`src/rtl/sd_card_cmd_responder_if.sv`:
```
// rtl/sd_card_cmd_responder_if.sv - CMD line and card-logic signal bundle for the SD command responder
interface sd_card_cmd_responder_if;
  logic        iCmd_in;
  logic        oCmd_out;
  logic        oCmd_oe;
  logic [37:0] oCommand;
  logic        oCommand_valid;
  logic [37:0] iResponse;
  logic        iResponse_valid;
  logic        iNo_response;
  logic        oBusy;
  logic        oCrc_error;
  logic        oFrame_error;
  logic        oTimeout;
  logic        oTransmission_complete;

  modport slave (
    input  iCmd_in, iResponse, iResponse_valid, iNo_response,
    output oCmd_out, oCmd_oe, oCommand, oCommand_valid, oBusy,
           oCrc_error, oFrame_error, oTimeout, oTransmission_complete
  );

  modport master (
    output iCmd_in, iResponse, iResponse_valid, iNo_response,
    input  oCmd_out, oCmd_oe, oCommand, oCommand_valid, oBusy,
           oCrc_error, oFrame_error, oTimeout, oTransmission_complete
  );
endinterface

```
`src/rtl/sd_card_cmd_responder.sv`:
```
// rtl/sd_card_cmd_responder.sv - card-side SD CMD line endpoint: receive/check host command, send response
module sd_card_cmd_responder #(
  parameter int NCR_MIN = 2,
  parameter int NCR_MAX = 64
) (
  input  logic                     iClock_SD,
  input  logic                     iReset,
  sd_card_cmd_responder_if.slave   bus
);
  localparam int NCR_W = $clog2(NCR_MAX + 1);

  typedef enum logic [2:0] {S_IDLE, S_RECEIVE, S_CHECK, S_WAIT_RESP, S_SEND} state_e;

  state_e             state_q, state_d;
  logic [5:0]         bit_cnt_q, bit_cnt_d;
  logic [47:0]        shift_q, shift_d;
  logic [6:0]         crc_q, crc_d;
  logic [NCR_W-1:0]   ncr_q, ncr_d;
  logic [37:0]        command_q, command_d;
  logic               cmd_valid_q, cmd_valid_d;
  logic               crc_err_q, crc_err_d;
  logic               frame_err_q, frame_err_d;
  logic               timeout_q, timeout_d;
  logic               tx_done_q, tx_done_d;

  function automatic logic [6:0] crc7_step(input logic [6:0] c, input logic b);
    logic fb;
    fb = b ^ c[6];
    return {c[5:0], 1'b0} ^ (fb ? 7'h09 : 7'h00);
  endfunction

  function automatic logic [6:0] crc7_word(input logic [39:0] d);
    logic [6:0] c;
    c = 7'h00;
    for (int i = 39; i >= 0; i--) c = crc7_step(c, d[i]);
    return c;
  endfunction

  always_ff @(posedge iClock_SD or negedge iReset) begin
    if (!iReset) begin
      state_q     <= S_IDLE;
      bit_cnt_q   <= '0;
      shift_q     <= '0;
      crc_q       <= '0;
      ncr_q       <= '0;
      command_q   <= '0;
      cmd_valid_q <= 1'b0;
      crc_err_q   <= 1'b0;
      frame_err_q <= 1'b0;
      timeout_q   <= 1'b0;
      tx_done_q   <= 1'b0;
    end else begin
      state_q     <= state_d;
      bit_cnt_q   <= bit_cnt_d;
      shift_q     <= shift_d;
      crc_q       <= crc_d;
      ncr_q       <= ncr_d;
      command_q   <= command_d;
      cmd_valid_q <= cmd_valid_d;
      crc_err_q   <= crc_err_d;
      frame_err_q <= frame_err_d;
      timeout_q   <= timeout_d;
      tx_done_q   <= tx_done_d;
    end
  end

  always_comb begin
    state_d     = state_q;
    bit_cnt_d   = bit_cnt_q;
    shift_d     = shift_q;
    crc_d       = crc_q;
    ncr_d       = ncr_q;
    command_d   = command_q;
    cmd_valid_d = 1'b0;
    crc_err_d   = 1'b0;
    frame_err_d = 1'b0;
    timeout_d   = 1'b0;
    tx_done_d   = 1'b0;
    unique case (state_q)
      S_IDLE: begin
        if (!bus.iCmd_in) begin
          state_d   = S_RECEIVE;
          bit_cnt_d = 6'd1;
          shift_d   = '0;
          crc_d     = crc7_step(7'h00, 1'b0);
        end
      end
      S_RECEIVE: begin
        // bit_cnt_q is the number of bits already taken; the CRC covers the first 40
        shift_d   = {shift_q[46:0], bus.iCmd_in};
        bit_cnt_d = bit_cnt_q + 6'd1;
        if (bit_cnt_q < 6'd40) crc_d = crc7_step(crc_q, bus.iCmd_in);
        if (bit_cnt_q == 6'd47) state_d = S_CHECK;
      end
      S_CHECK: begin
        state_d = S_IDLE;
        if (!shift_q[46] || !shift_q[0]) begin
          frame_err_d = 1'b1;
        end else if (shift_q[7:1] != crc_q) begin
          crc_err_d = 1'b1;
        end else begin
          command_d   = shift_q[45:8];
          cmd_valid_d = 1'b1;
          ncr_d       = NCR_W'(1);
          state_d     = S_WAIT_RESP;
        end
      end
      S_WAIT_RESP: begin
        if (bus.iNo_response) begin
          state_d = S_IDLE;
        end else if (ncr_q >= NCR_W'(NCR_MIN) && bus.iResponse_valid) begin
          shift_d   = {2'b00, bus.iResponse, crc7_word({2'b00, bus.iResponse}), 1'b1};
          bit_cnt_d = '0;
          state_d   = S_SEND;
        end else if (ncr_q == NCR_W'(NCR_MAX)) begin
          timeout_d = 1'b1;
          state_d   = S_IDLE;
        end else begin
          ncr_d = ncr_q + NCR_W'(1);
        end
      end
      S_SEND: begin
        shift_d   = {shift_q[46:0], 1'b1};
        bit_cnt_d = bit_cnt_q + 6'd1;
        if (bit_cnt_q == 6'd47) begin
          tx_done_d = 1'b1;
          state_d   = S_IDLE;
        end
      end
      default: state_d = S_IDLE;
    endcase
  end

  // Driving straight from state_q lets an asynchronous reset release the line at once
  assign bus.oCmd_oe                = (state_q == S_SEND);
  assign bus.oCmd_out               = (state_q == S_SEND) ? shift_q[47] : 1'b1;
  assign bus.oCommand               = command_q;
  assign bus.oCommand_valid         = cmd_valid_q;
  assign bus.oBusy                  = (state_q != S_IDLE);
  assign bus.oCrc_error             = crc_err_q;
  assign bus.oFrame_error           = frame_err_q;
  assign bus.oTimeout               = timeout_q;
  assign bus.oTransmission_complete = tx_done_q;
endmodule

```
`src/flat_wrapper.sv`:
```
// flat-port wrapper written by rule: the top's interface ports become plain ports
module sd_card_cmd_responder_flat 
#(
  parameter int NCR_MIN = 2,
  parameter int NCR_MAX = 64
)
  (iClock_SD, iReset, bus_iCmd_in, bus_iResponse, bus_iResponse_valid, bus_iNo_response, bus_oCmd_out, bus_oCmd_oe, bus_oCommand, bus_oCommand_valid, bus_oBusy, bus_oCrc_error, bus_oFrame_error, bus_oTimeout, bus_oTransmission_complete);
  sd_card_cmd_responder_if bus_i ();
  input  logic iClock_SD;
  input  logic iReset;
  input wire logic [$bits(bus_i.iCmd_in)-1:0] bus_iCmd_in;
  input wire logic [$bits(bus_i.iResponse)-1:0] bus_iResponse;
  input wire logic [$bits(bus_i.iResponse_valid)-1:0] bus_iResponse_valid;
  input wire logic [$bits(bus_i.iNo_response)-1:0] bus_iNo_response;
  output wire logic [$bits(bus_i.oCmd_out)-1:0] bus_oCmd_out;
  output wire logic [$bits(bus_i.oCmd_oe)-1:0] bus_oCmd_oe;
  output wire logic [$bits(bus_i.oCommand)-1:0] bus_oCommand;
  output wire logic [$bits(bus_i.oCommand_valid)-1:0] bus_oCommand_valid;
  output wire logic [$bits(bus_i.oBusy)-1:0] bus_oBusy;
  output wire logic [$bits(bus_i.oCrc_error)-1:0] bus_oCrc_error;
  output wire logic [$bits(bus_i.oFrame_error)-1:0] bus_oFrame_error;
  output wire logic [$bits(bus_i.oTimeout)-1:0] bus_oTimeout;
  output wire logic [$bits(bus_i.oTransmission_complete)-1:0] bus_oTransmission_complete;
  assign bus_i.iCmd_in = bus_iCmd_in;
  assign bus_i.iResponse = bus_iResponse;
  assign bus_i.iResponse_valid = bus_iResponse_valid;
  assign bus_i.iNo_response = bus_iNo_response;
  assign bus_oCmd_out = bus_i.oCmd_out;
  assign bus_oCmd_oe = bus_i.oCmd_oe;
  assign bus_oCommand = bus_i.oCommand;
  assign bus_oCommand_valid = bus_i.oCommand_valid;
  assign bus_oBusy = bus_i.oBusy;
  assign bus_oCrc_error = bus_i.oCrc_error;
  assign bus_oFrame_error = bus_i.oFrame_error;
  assign bus_oTimeout = bus_i.oTimeout;
  assign bus_oTransmission_complete = bus_i.oTransmission_complete;
  sd_card_cmd_responder #(.NCR_MIN(NCR_MIN), .NCR_MAX(NCR_MAX)) u_core (.iClock_SD(iClock_SD), .iReset(iReset), .bus(bus_i));
endmodule
```
`config.mk`:
```
export PLATFORM = sky130hd
export DESIGN_NAME = sd_card_cmd_responder_flat
export DESIGN_NICKNAME = d
export VERILOG_FILES = /design/src/rtl/sd_card_cmd_responder_if.sv /design/src/rtl/sd_card_cmd_responder.sv /design/src/flat_wrapper.sv
export SDC_FILE = /design/constraint.sdc
export NUM_CORES = 1
export LEC_CHECK = 0
export CAP_MARGIN = 40
export CORE_MARGIN = 1
export CORE_UTILIZATION = 30
export CTS_CLUSTER_DIAMETER = 150
export CTS_CLUSTER_SIZE = 40
export DETAILED_ROUTE_END_ITERATION = 16
export GPL_ROUTABILITY_DRIVEN = 1
export PLACE_DENSITY = 0.5
export REMOVE_ABC_BUFFERS = 1
export SETUP_SLACK_MARGIN = 0.5
export SLEW_MARGIN = 20
export SYNTH_ARGS = -nofsm -noshare
export SYNTH_HDL_FRONTEND = slang
export SYNTH_SLANG_ARGS = --single-unit
```
`constraint.sdc`:
```
create_clock -name iClock_SD -period 2.9 [get_ports iClock_SD]
set_input_delay 0.58 -clock iClock_SD [delete_from_list [all_inputs] [get_ports iClock_SD]]
set_output_delay 0.58 -clock iClock_SD [all_outputs]
set_load 0.01 [all_outputs]
```
==> impl_metrics.prom, run 1 <==
# TYPE chip_impl_metric gauge
chip_impl_metric{name="starting_density_of_the_core",unit=""} 0.3113
chip_impl_metric{name="die-area",unit="um2"} 19510
chip_impl_metric{name="number_of_synthesized_register_bits",unit=""} 114
chip_impl_info{name="setup.worst_path.class",value="primary input to register"} 1
chip_impl_metric{name="final_nets",unit=""} 765
chip_impl_info{name="setup.worst_path.end_class",value="register"} 1
chip_impl_metric{name="grt_first_pass_wirelength",unit="um"} 24630
chip_impl_metric{name="power.switching",unit="mW"} 2.041
chip_impl_metric{name="final.hold.worst_slack",unit="ns"} 0.1663
chip_impl_metric{name="number_of_enable_type_register_cells_in_the_synthesized_netlist",unit=""} 0
chip_impl_metric{name="netlist_instances",unit=""} 586
chip_impl_metric{name="avgRoutedWirePerCell",unit="um"} 15.38
chip_impl_info{name="critPathLaunch",value="bus_iResponse[22]"} 1
chip_impl_metric{name="dp_hpwl",unit="um"} 10210
chip_impl_info{name="cpMaxStageDelayCell",value="sky130_fd_sc_hd__xnor3_2"} 1
chip_impl_metric{name="chipWidth",unit="um"} 139.7
chip_impl_metric{name="holdBufCountCts",unit=""} 0
chip_impl_metric{name="drt_first_pass_iters",unit=""} 5
chip_impl_metric{name="timing.critical_path.fanout_max",unit=""} 2
chip_impl_metric{name="portBuffers",unit=""} 88
chip_impl_metric{name="power-per-cell-area",unit="nW/um2"} 836.6
chip_impl_info{name="setup_repair_after_global_routing_missed_its_margin",value="true"} 1
chip_impl_metric{name="io-pin-count",unit=""} 89
chip_impl_info{name="cts_tree",value="done"} 1
chip_impl_metric{name="insertedDiodeCount",unit=""} 0
chip_impl_metric{name="multi_input_area",unit="um2"} 2913
chip_impl_metric{name="cap_violations",unit=""} 0
chip_impl_metric{name="area_growth",unit="%"} 41.90
chip_impl_metric{name="total_leakage_power",unit="nW"} 3.880
chip_impl_metric{name="detail_route.drc_violations",unit=""} 0
chip_impl_metric{name="routed_wirelength",unit="um"} 14770
chip_impl_metric{name="min_period",unit="ns"} 2.364
chip_impl_metric{name="power.share.sequential",unit=""} 0.346
chip_impl_info{name="worstSetupStartpointType",value="primary input"} 1
chip_impl_metric{name="timing.critical_path.required",unit="ns"} 3.20
chip_impl_info{name="worstReg2RegStart",value="u_core.shift_q[7]$_DFFE_PN0P_"} 1
chip_impl_metric{name="routabilityCongestion",unit=""} 0.7923
chip_impl_metric{name="sequential_cell_area",unit="um2"} 2855
chip_impl_metric{name="globalRouteTotalUtil",unit=""} 0.1628
chip_impl_info{name="clockRootBuffer",value="sky130_fd_sc_hd__clkbuf_16"} 1
chip_impl_metric{name="drt-vias-per-instance",unit=""} 4.770
chip_impl_metric{name="clock_skew",unit="ns"} 0.02031
chip_impl_metric{name="synth-warning-count",unit=""} 0
chip_impl_metric{name="cts_made_buffers",unit=""} 17
chip_impl_metric{name="dr_total_vias",unit=""} 4579
chip_impl_info{name="yosys_most_used_dff",value="sky130_fd_sc_hd__dfrtp_1"} 1
chip_impl_metric{name="worst_ir_drop_vdd",unit="V"} 0.0004470
chip_impl_metric{name="pwr-share-clk",unit=""} 0.345
chip_impl_metric{name="synth_seq_area_share",unit=""} 0.5015
chip_impl_metric{name="cts_num_sinks",unit=""} 114
chip_impl_metric{name="final.period_utilization",unit=""} 0.8153
chip_impl_metric{name="netlist_area",unit="um2"} 5688
chip_impl_metric{name="setup-violations-final",unit=""} 0
chip_impl_metric{name="fin_cells",unit=""} 960
chip_impl_metric{name="post_synth.cell_area_avg",unit="um2"} 9.706
chip_impl_metric{name="comb_power_share",unit=""} 0.309
chip_impl_metric{name="h-tree-depth",unit=""} 4
chip_impl_metric{name="clock_tree.buffer_depth",unit=""} 2
chip_impl_metric{name="maximum_number_of_pins_on_one_net_before_global_route_repair",unit=""} 53
chip_impl_metric{name="worst_skew_pair_latency",unit="ns"} 0.42
chip_impl_metric{name="detail_route.iter0.violations",unit=""} 286
chip_impl_metric{name="timing.max_slew.rel_slack",unit=""} 0.4706
chip_impl_info{name="timing.critical_path.cells",value="dlygate4sd2_1 > xnor2_2 > buf_4 > xnor3_2 > buf_4 > xnor3_1 > xor2_1 > nor3_1 > a221o_1"} 1
chip_impl_metric{name="placedCellCount",unit=""} 909
chip_impl_metric{name="grt.overflow.total",unit=""} 0
chip_impl_metric{name="synth_cell_types",unit=""} 36
chip_impl_metric{name="first_global_vias",unit=""} 4667
chip_impl_metric{name="fillCellCount",unit=""} 1778
chip_impl_metric{name="detail-route-antenna-nets",unit=""} 0
chip_impl_metric{name="maximum_cell_stage_delay_along_the_critical_path",unit="ns"} 0.45
chip_impl_info{name="hp-class",value="primary input to async pin"} 1
chip_impl_metric{name="clock_pin_slew_on_the_worst_setup_and_hold_paths",unit="ns"} 0.05
chip_impl_metric{name="timing.final.hold_violations",unit=""} 0
chip_impl_metric{name="asyncSetResetFlopFracSynth",unit=""} 1.000
chip_impl_metric{name="fmax",unit="MHz"} 423.0
chip_impl_metric{name="p_int",unit="mW"} 4.712
chip_impl_metric{name="power_switching_share",unit=""} 0.3022
chip_impl_metric{name="floorplan.core_area",unit="um2"} 18270
chip_impl_metric{name="timing.final.max_slew_violations",unit=""} 0
chip_impl_info{name="critical-path-top-cell-by-count",value="sky130_fd_sc_hd__buf_4"} 1
chip_impl_metric{name="tightest_slew",unit="ns"} 0.7881
chip_impl_metric{name="floorplan.die.height",unit="um"} 139.7
chip_impl_metric{name="grt_antenna_before_repair",unit=""} 0
chip_impl_info{name="run_status",value="finished, final reports clean"} 1
chip_impl_metric{name="worstPathArrival",unit="ns"} 2.67
chip_impl_metric{name="std_cell_rows",unit=""} 49
chip_impl_metric{name="drive_gt1_frac",unit=""} 0.1943
-- placed cells by master, fill, tap and decap left out, types with 16 or more instances in the layout --
cell and n:
sky130_fd_sc_hd__xnor2_2 16, sky130_fd_sc_hd__a22oi_1 40, sky130_fd_sc_hd__clkbuf_16 17, sky130_fd_sc_hd__xnor2_1 18
sky130_fd_sc_hd__dfrtp_1 112, sky130_fd_sc_hd__o21ai_0 57, sky130_fd_sc_hd__clkdlybuf4s50_1 57, sky130_fd_sc_hd__nand2_1 181
sky130_fd_sc_hd__buf_4 52
-- per-stage QoR --
step | util | power (mW) | cell area, um2 | setup TNS (ns) | setup slack, ns
2_1_floorplan | - | 3.594 | 5563 | -84.18 | -1.585
3_3_place_gp | 0.3873 | 4.162 | 7077 | -0.8718 | -0.2164
3_5_place_dp | 0.3873 | 4.205 | 7077 | -1.166 | -0.2397
4_1_cts | 0.4341 | 6.699 | 7931 | 0 | 0.5045
5_1_grt | 0.4418 | 7.165 | 8071 | 0 | 0.4669
6_report | 0.4418 | 6.753 | 8071 | 0 | 0.5357
-- power by group through the flow --
stage          Clock, mW  Combinational [mW]  Sequential, mW
6_report            2.33                2.09            2.34
5_1_grt             2.45                2.31            2.40
3_5_place_dp           0                1.85            2.36
3_3_place_gp           0                1.81            2.35
2_1_floorplan          0                1.34            2.25
4_1_cts             2.38                1.98            2.34
-- routing by layer --
metal,global-route usage,part of all wire
met5,0,0
met3,0.03854,0.037
met2,0.2534,0.46
met4,0.06073,0.013
met1,0.2198,0.49
-- cell usage after synthesis, types with 5 or more instances --
cell type                  count  area, um2
sky130_fd_sc_hd__a21oi_1       5      25.02
sky130_fd_sc_hd__a22oi_1      40      300.3
sky130_fd_sc_hd__buf_1         5      18.77
sky130_fd_sc_hd__clkbuf_1     27      101.4
sky130_fd_sc_hd__dfrtp_1     114       2853
sky130_fd_sc_hd__inv_1         7      26.28
sky130_fd_sc_hd__nand2_1     182      683.2
sky130_fd_sc_hd__nand3_1       8      40.04
sky130_fd_sc_hd__nor2_1       15      56.30
sky130_fd_sc_hd__nor3_1       10      50.05
sky130_fd_sc_hd__o21ai_0      58      290.3
sky130_fd_sc_hd__xnor2_1      32      280.3
sky130_fd_sc_hd__xnor3_1      17      382.9
sky130_fd_sc_hd__xor2_1       20      175.2
-- worst max-delay path: cells and delay by family --
kind,cells,cell delay [ns]
XOR/XNOR,4,1.19
AO/OA/AOI/OAI,1,0.26
AND/OR/NAND/NOR,1,0.06
buffers and inverters,3,0.57
-- sequential cells by signal (all words and copies together) (netlist names), 3 cells and up --
signal               count
u_core.state_q           3
u_core.bit_cnt_q         6
u_core.shift_q          48
u_core.bus.oCommand     38
u_core.crc_q             7
u_core.ncr_q             7
-- worst paths after layout --
| kind | endpoint | slack, ns | depth (start not counted) |
|---|---|---|---|
| max in group asynchronous | u_core.ncr_q[3]$_DFFE_PN0P_ | 1.99 | 2 |
| hold reg to reg | u_core.bus.oCommand[26]$_DFFE_PN0P_ | 0.47 | 2 |
| hold / removal | u_core.bus.oCommand[9]$_DFFE_PN0P_ | 0.17 | 1 |
| setup / recovery | u_core.shift_q[4]$_DFFE_PN0P_ | 0.54 | 9 |
| min in group iClock_SD | u_core.bus.oCommand[26]$_DFFE_PN0P_ | 0.47 | 2 |
| setup reg to reg | u_core.ncr_q[6]$_DFFE_PN0P_ | 0.72 | 8 |
-- layout make-up --
| class | instances | share of cell area |
|---|---|---|
| clock buffer | 22 | 0.05999 |
| clock inverter | 10 | 0.02201 |
| tap | 229 | 0.03550 |
| sequential | 114 | 0.3537 |
| timing repair buffer | 146 | 0.1646 |
| inverter | 7 | 0.003255 |
| multi-input combinational | 432 | 0.3609 |
-- repair_timing --
| item | CTS | global route |
|---|---|---|
| gates resized for setup | 73 | 37 |
| pin swaps | 35 | 27 |
| cloned | 0 | 0 |
| setup buffers | 13 | 6 |
| endpoints found under the setup margin | 11 | 39 |
-- kinds of logic after synthesis --
group                      Yosys count  share of synthesized area
AOI/OAI and AO/OA                  124                     0.1386
xor gates and xnor gates            73                     0.1601
buffers and inverters               40                    0.02662
and+or+nand+nor                    231                     0.1643
DFF                                114                     0.5015
adders and majority gates            4                   0.008799
(Power assumes the default switching activity.)
==> run 2, diff against run 1 <==
- clock period: 2.9 -> 2.46 ns (I/O delays scaled with it)
==> impl_metrics.prom, run 2 (synthesis gave the netlist of run 1 again) <==
# TYPE chip_impl_metric gauge
chip_impl_metric{name="timing.critical_path.required",unit="ns"} 2.76
chip_impl_info{name="timing.critical_path.cells",value="buf_8 > xnor2_4 > xnor3_1 > buf_4 > xnor3_2 > xnor2_2 > xnor2_1 > nor3_1 > a221o_1"} 1
chip_impl_metric{name="timing.max_slew.rel_slack",unit=""} 0.5727
chip_impl_metric{name="routed_wirelength",unit="um"} 17050
chip_impl_metric{name="std_cell_rows",unit=""} 49
chip_impl_metric{name="starting_density_of_the_core",unit=""} 0.3113
chip_impl_metric{name="fin_cells",unit=""} 1001
chip_impl_metric{name="cts_num_sinks",unit=""} 114
chip_impl_metric{name="timing.critical_path.fanout_max",unit=""} 2
chip_impl_metric{name="grt_first_pass_wirelength",unit="um"} 25720
chip_impl_metric{name="chipWidth",unit="um"} 139.7
chip_impl_metric{name="dr_total_vias",unit=""} 4856
chip_impl_metric{name="maximum_number_of_pins_on_one_net_before_global_route_repair",unit=""} 53
chip_impl_metric{name="dp_hpwl",unit="um"} 10320
chip_impl_metric{name="fmax",unit="MHz"} 469.0
chip_impl_metric{name="portBuffers",unit=""} 88
chip_impl_metric{name="cts_made_buffers",unit=""} 17
chip_impl_info{name="regMostFlops",value="u_core.shift_q"} 1
chip_impl_info{name="cpMaxStageDelayCell",value="sky130_fd_sc_hd__xnor3_2"} 1
chip_impl_metric{name="holdBufCountCts",unit=""} 0
chip_impl_metric{name="drt-vias-per-instance",unit=""} 4.851
chip_impl_info{name="worstSetupStartpointType",value="primary input"} 1
chip_impl_metric{name="total_leakage_power",unit="nW"} 4.147
chip_impl_metric{name="floorplan.die.height",unit="um"} 139.7
chip_impl_metric{name="maximum_cell_stage_delay_along_the_critical_path",unit="ns"} 0.42
chip_impl_info{name="run_status",value="finished, final reports clean"} 1
chip_impl_metric{name="avgRoutedWirePerCell",unit="um"} 17.03
chip_impl_info{name="cts_tree",value="done"} 1
chip_impl_metric{name="grt_antenna_before_repair",unit=""} 0
chip_impl_metric{name="grt.overflow.total",unit=""} 0
chip_impl_metric{name="worst_ir_drop_vdd",unit="V"} 0.0005001
chip_impl_info{name="setup.worst_path.class",value="primary input to register"} 1
chip_impl_metric{name="area_growth",unit="%"} 53.74
chip_impl_metric{name="drt_first_pass_iters",unit=""} 5
chip_impl_metric{name="detail_route.drc_violations",unit=""} 0
chip_impl_metric{name="worstPathArrival",unit="ns"} 2.44
chip_impl_metric{name="fillCellCount",unit=""} 1656
chip_impl_metric{name="timing.final.max_slew_violations",unit=""} 0
chip_impl_metric{name="first_global_vias",unit=""} 4834
chip_impl_metric{name="floorplan.core_area",unit="um2"} 18270
chip_impl_metric{name="io-pin-count",unit=""} 89
chip_impl_metric{name="setup_total_negative_slack",unit="ns"} 0
chip_impl_info{name="layout.cells.most_common",value="sky130_fd_sc_hd__nand2_1"} 1
chip_impl_metric{name="dp_slack",unit="ns"} -0.5926
chip_impl_metric{name="detail-route-antenna-nets",unit=""} 0
chip_impl_metric{name="timing.final.hold_violations",unit=""} 0
chip_impl_metric{name="worst_slack",unit="ns"} 0.3279
chip_impl_metric{name="cap_violations",unit=""} 0
chip_impl_metric{name="largest_register_ffs",unit=""} 48
chip_impl_metric{name="drive_gt1_frac",unit=""} 0.2876
chip_impl_metric{name="placedCellCount",unit=""} 924
chip_impl_metric{name="setup-violations-final",unit=""} 0
chip_impl_info{name="setup_repair_after_global_routing_missed_its_margin",value="true"} 1
chip_impl_metric{name="clock_pin_slew_on_the_worst_setup_and_hold_paths",unit="ns"} 0.05
chip_impl_metric{name="die-area",unit="um2"} 19510
chip_impl_metric{name="worst_skew_pair_latency",unit="ns"} 0.42
chip_impl_info{name="hp-class",value="primary input to async pin"} 1
chip_impl_metric{name="h-tree-depth",unit=""} 4
chip_impl_info{name="layout.cells.most_common_list",value="sky130_fd_sc_hd__nand2_1, sky130_fd_sc_hd__dfrtp_1, sky130_fd_sc_hd__buf_4, sky130_fd_sc_hd__clkdlybuf4s50_1, sky130_fd_sc_hd__o21ai_0"} 1
chip_impl_info{name="setup.worst_path.end_class",value="register"} 1
chip_impl_metric{name="clock_tree.buffer_depth",unit=""} 2
chip_impl_metric{name="detail_route.iter0.violations",unit=""} 312
chip_impl_metric{name="routabilityCongestion",unit=""} 0.8145
chip_impl_metric{name="globalRouteTotalUtil",unit=""} 0.1707
chip_impl_info{name="clockRootBuffer",value="sky130_fd_sc_hd__clkbuf_16"} 1
chip_impl_metric{name="clock_skew",unit="ns"} 0.01105
chip_impl_metric{name="insertedDiodeCount",unit=""} 0
chip_impl_metric{name="final_nets",unit=""} 808
chip_impl_metric{name="tightest_slew",unit="ns"} 0.6410
chip_impl_metric{name="final.period_utilization",unit=""} 0.8667
chip_impl_metric{name="min_period",unit="ns"} 2.132
chip_impl_metric{name="power-per-cell-area",unit="nW/um2"} 908.4
-- run 2: changes by cell type in the layout (fill, tap and decap cells not counted), sizes merged, moves of 3 or more --
cell / delta
bufinv: -4
dlymetal6s2s: -3
buf: +45
clkbuf: +11
clkdlybuf4s50: -4
dlygate4sd2: -9
clkdlybuf4s15: +4
-- run 2: layout make-up --
type | instances | area [um2] | share of cell area
flip-flops and latches | 114 | 2856 | 0.3267
clock inverters | 7 | 60.06 | 0.006868
inverters | 7 | 31.28 | 0.003577
well taps | 229 | 286.5 | 0.03277
clock buffers | 23 | 467.9 | 0.05351
multi-input cells | 432 | 3136 | 0.3586
repair buffers | 189 | 1907 | 0.2181
-- run 2: layer usage --
metal	track usage	wire length (um)
met1	0.2286	8021
met2	0.2687	8192
met3	0.03854	610
met4	0.06478	224
met5	0	0
-- run 2: worst max-delay path: cells and delay by family --
family,cells,cell delay [ns]
XOR/XNOR,5,1.35
AO/OA/AOI/OAI,1,0.26
AND/OR/NAND/NOR,1,0.07
buffers and inverters,2,0.26
-- run 2: path summary, 6_finish.rpt --
kind / start / end / slack, ns / depth (start not counted)
max in group asynchronous: iReset / u_core.bus.oCommand[37]$_DFFE_PN0P_ / 1.66 / 2
min: iReset / u_core.bus.oCommand[8]$_DFFE_PN0P_ / 0.08 / 1
max: bus_iResponse[19] / u_core.shift_q[5]$_DFFE_PN0P_ / 0.33 / 9
max reg2reg: u_core.crc_q[1]$_DFFE_PN0P_ / u_core.ncr_q[6]$_DFFE_PN0P_ / 0.38 / 9
min reg2reg: u_core.bus.oCommand[33]$_DFFE_PN0P_ / u_core.bus.oCommand[33]$_DFFE_PN0P_ / 0.47 / 2
min in group iClock_SD: bus_iResponse[19] / u_core.shift_q[27]$_DFFE_PN0P_ / 0.41 / 3
-- run 2: through the flow --
stage	hold WS (ns)	util	power (mW)	area, um2
floorplan	0.1964	-	4.237	5563
global placement	0.4586	0.3949	4.951	7214
detailed placement	0.4610	0.3949	5.011	7214
CTS	0.1008	0.4451	7.557	8132
global route	0.1228	0.4786	8.426	8745
finish	0.08046	0.4786	7.944	8745
-- run 2: timing repair --
item | in CTS | in global routing
pin swaps | 49 | 33
hold endpoints to repair | 0 | 0
endpoints found under the setup margin | 70 | 95
setup buffers | 20 | 15
gates resized for setup | 162 | 77
gates cloned | 0 | 12
-- run 2: power breakdown --
| part | leakage (nW) | internal (mW) | switching, mW |
|---|---|---|---|
| Combinational | 2.38 | 1.61 | 1.30 |
| Sequential | 1.50 | 2.33 | 0.445 |
| Clock | 0.266 | 1.41 | 0.834 |
==> variant: new RTL, config.mk and constraints of run 2 <==
`NCR_MAX` is set to 64 in 2 places; all go to 128.
--- a/src/rtl/sd_card_cmd_responder.sv
+++ b/src/rtl/sd_card_cmd_responder.sv
@@ -3,3 +3,3 @@
   parameter int NCR_MIN = 2,
-  parameter int NCR_MAX = 64
+  parameter int NCR_MAX = 128
 ) (
--- a/src/flat_wrapper.sv
+++ b/src/flat_wrapper.sv
@@ -4,3 +4,3 @@
   parameter int NCR_MIN = 2,
-  parameter int NCR_MAX = 64
+  parameter int NCR_MAX = 128
 )
Behaviour: no difference found for any inputs over 4 cycles, from zero or initial values and one cycle with iReset low; that may be too few to reach the edited logic, so the function may still have changed.
==> variant against run 2 <==
  * Synthesized area up 1.4%
  * Cell area up 5.8%
  * Sequential share of layout area down 1.5 points
  * Setup slack better by 64 ps
  * Sequential cell count up 1
  * Count of clock-buffer cells in the layout unchanged
  * Largest power group unchanged
  * Total power up 32%
  * Wire length up 7.3%
==> variant: results (changes against run 2) <==
status=finished clean; Layout Skew=9.60 ps (-1.45 ps); GPL Wtd Cong=0.834 (+2.4%); number of global-route vias before repair=4719 (-2.4%); drt total wl=18300 um (+7.3%); Clk Latency, worst-skew pair=420 ps (about the same); Synth top cells by count=nand2_1, dfrtp_1, o21ai_1; setup violators final=0 (unchanged); worst hold margin=14.7 ps (-65.7 ps); Vias=5086 (+4.7%); largest register by flop count=u_core.shift_q; Final nets=813 (+0.62%); Inst Count DP=925 (+0.11%); sequential-to-total area share from yosys stat=0.499 (-0.00262); placed instance area=0.00715 mm^2 (-0.92%); P_leak=4.35 nW (+5.0%); Slew @ Worst Pin=531 ps (-110 ps); hold crit path type=in -> async; Synth Area in Compound Gates=0.147 (+0.00805); Worst Path Max Fanout=6 (+4); Synth cell types=44 (+22%); global-route wire length before repair=25500 um (-0.70%); average cell area after synthesis=9.73 um^2 (+0.21%); Synth Warn #=0 (unchanged); largest net degree at the start of global routing=55 (+3.8%); Post-synth ARST share=1.00 (unchanged); WL/cell=18.1 um (+6.2%); n_diodes=0 (unchanged); WP data arrival=2370 ps (-70 ps); ys flop type=dfrtp_1; XOR/XNOR share of the synthesized area=0.152 (-0.00808); reg-to-reg setup timing slack=about 400 ps; CP endpoint=u_core.shift_q[21]; post-synthesis mux area share=0 (unchanged); CP Launch Point=u_core.ncr_q[0]; initial antenna violation count=0 (unchanged); CTS root buf=clkbuf_16; DPL Wire Length=10700 um (+4.1%); initial DRC count=384 (+23%); proportion of layout cells with a drive suffix above 1=0.371 (+0.0839); total track usage=0.167 (-0.00333); H-Tree Level Count=4 (unchanged); Clock Tree Buf Depth=2 (unchanged); Worst VDD drop=0.650 mV (+30%); R2R depth=11 (+2); max FFs per register=48 (unchanged); CTS Buf Count=17 (unchanged); IO Port Bufs=88 (unchanged); largest cells by area after synthesis=dfrtp_1, nand2_1, a22oi_1; CTS clock-pin slew for the worst setup and hold paths=~60 ps; post-synthesis adder-cell area fraction=0.00868 (-0.000122); DRT Pass-1 Iters=4 (-1)
==> variant: where the power goes <==
| part | total, W | leakage [nW] | internal [W] | switching (W) |
|---|---|---|---|---|
| sequential | 0.00292 | 1.57 | 0.00238 | 0.000537 |
| combinational | 0.00475 | 2.46 | 0.00240 | 0.00235 |
| clock | 0.00285 | 0.328 | 0.00195 | 0.000898 |
==> variant: timing repair <==
item / CTS / global route
gates resized for setup: 99 / 187
setup endpoints to repair: 57 / 106
pin swaps: 32 / 113
hold buffers: 0 / 0
gates cloned: 3 / 18
setup buffers: 17 / 18
==> variant: routing by layer <==
metal	up-vias	share of wire	track usage
met3	28	0.043	0.0360
met4	0	0.025	0.0624
met5	-	0	0
met1	2537	0.43	0.215
met2	143	0.51	0.277
li1	2378	-	-
==> variant: area by class of cell <==
class	instances	area, um^2
sequential	115	2880
inverter	7	38.8
multi-input combinational	437	3340
fill	1671	9520
clock inverter	8	170
timing repair buffer	188	2010
tap	234	293
clock buffer	23	508
==> variant: kinds of logic (layout without fill, tap and decap cells) <==
family | count (synthesis) | after routing
adder cells (fa/ha/maj) | 4 | 4
buffers and inverters | 41 | 226
XOR/XNOR | 68 | 68
AO/OA/AOI/OAI | 137 | 137
AND/OR/NAND/NOR | 228 | 228
flip-flops | 115 | 115
==> variant: metrics by stage <==
stage	setup TNS [ps]	setup WS, ps	utilization
floorplan	-98760	-2000	-
global placement	-1710	-309	0.381
detailed placement	-1780	-350	0.381
CTS	0	312	0.435
global route	0	306	0.493
finish	0	392	0.493
==> variant: worst max-delay path, cell delays in order, from the launching register on <==
cell,delay [ps]
dfrtp_1,380
inv_2,80
ha_4,130
nor3_2,40
a31o_2,270
o21ai_2,190
o211ai_1,250
buf_4,220
buf_6,120
clkbuf_16,160
nand2_1,60
o21ai_1,50
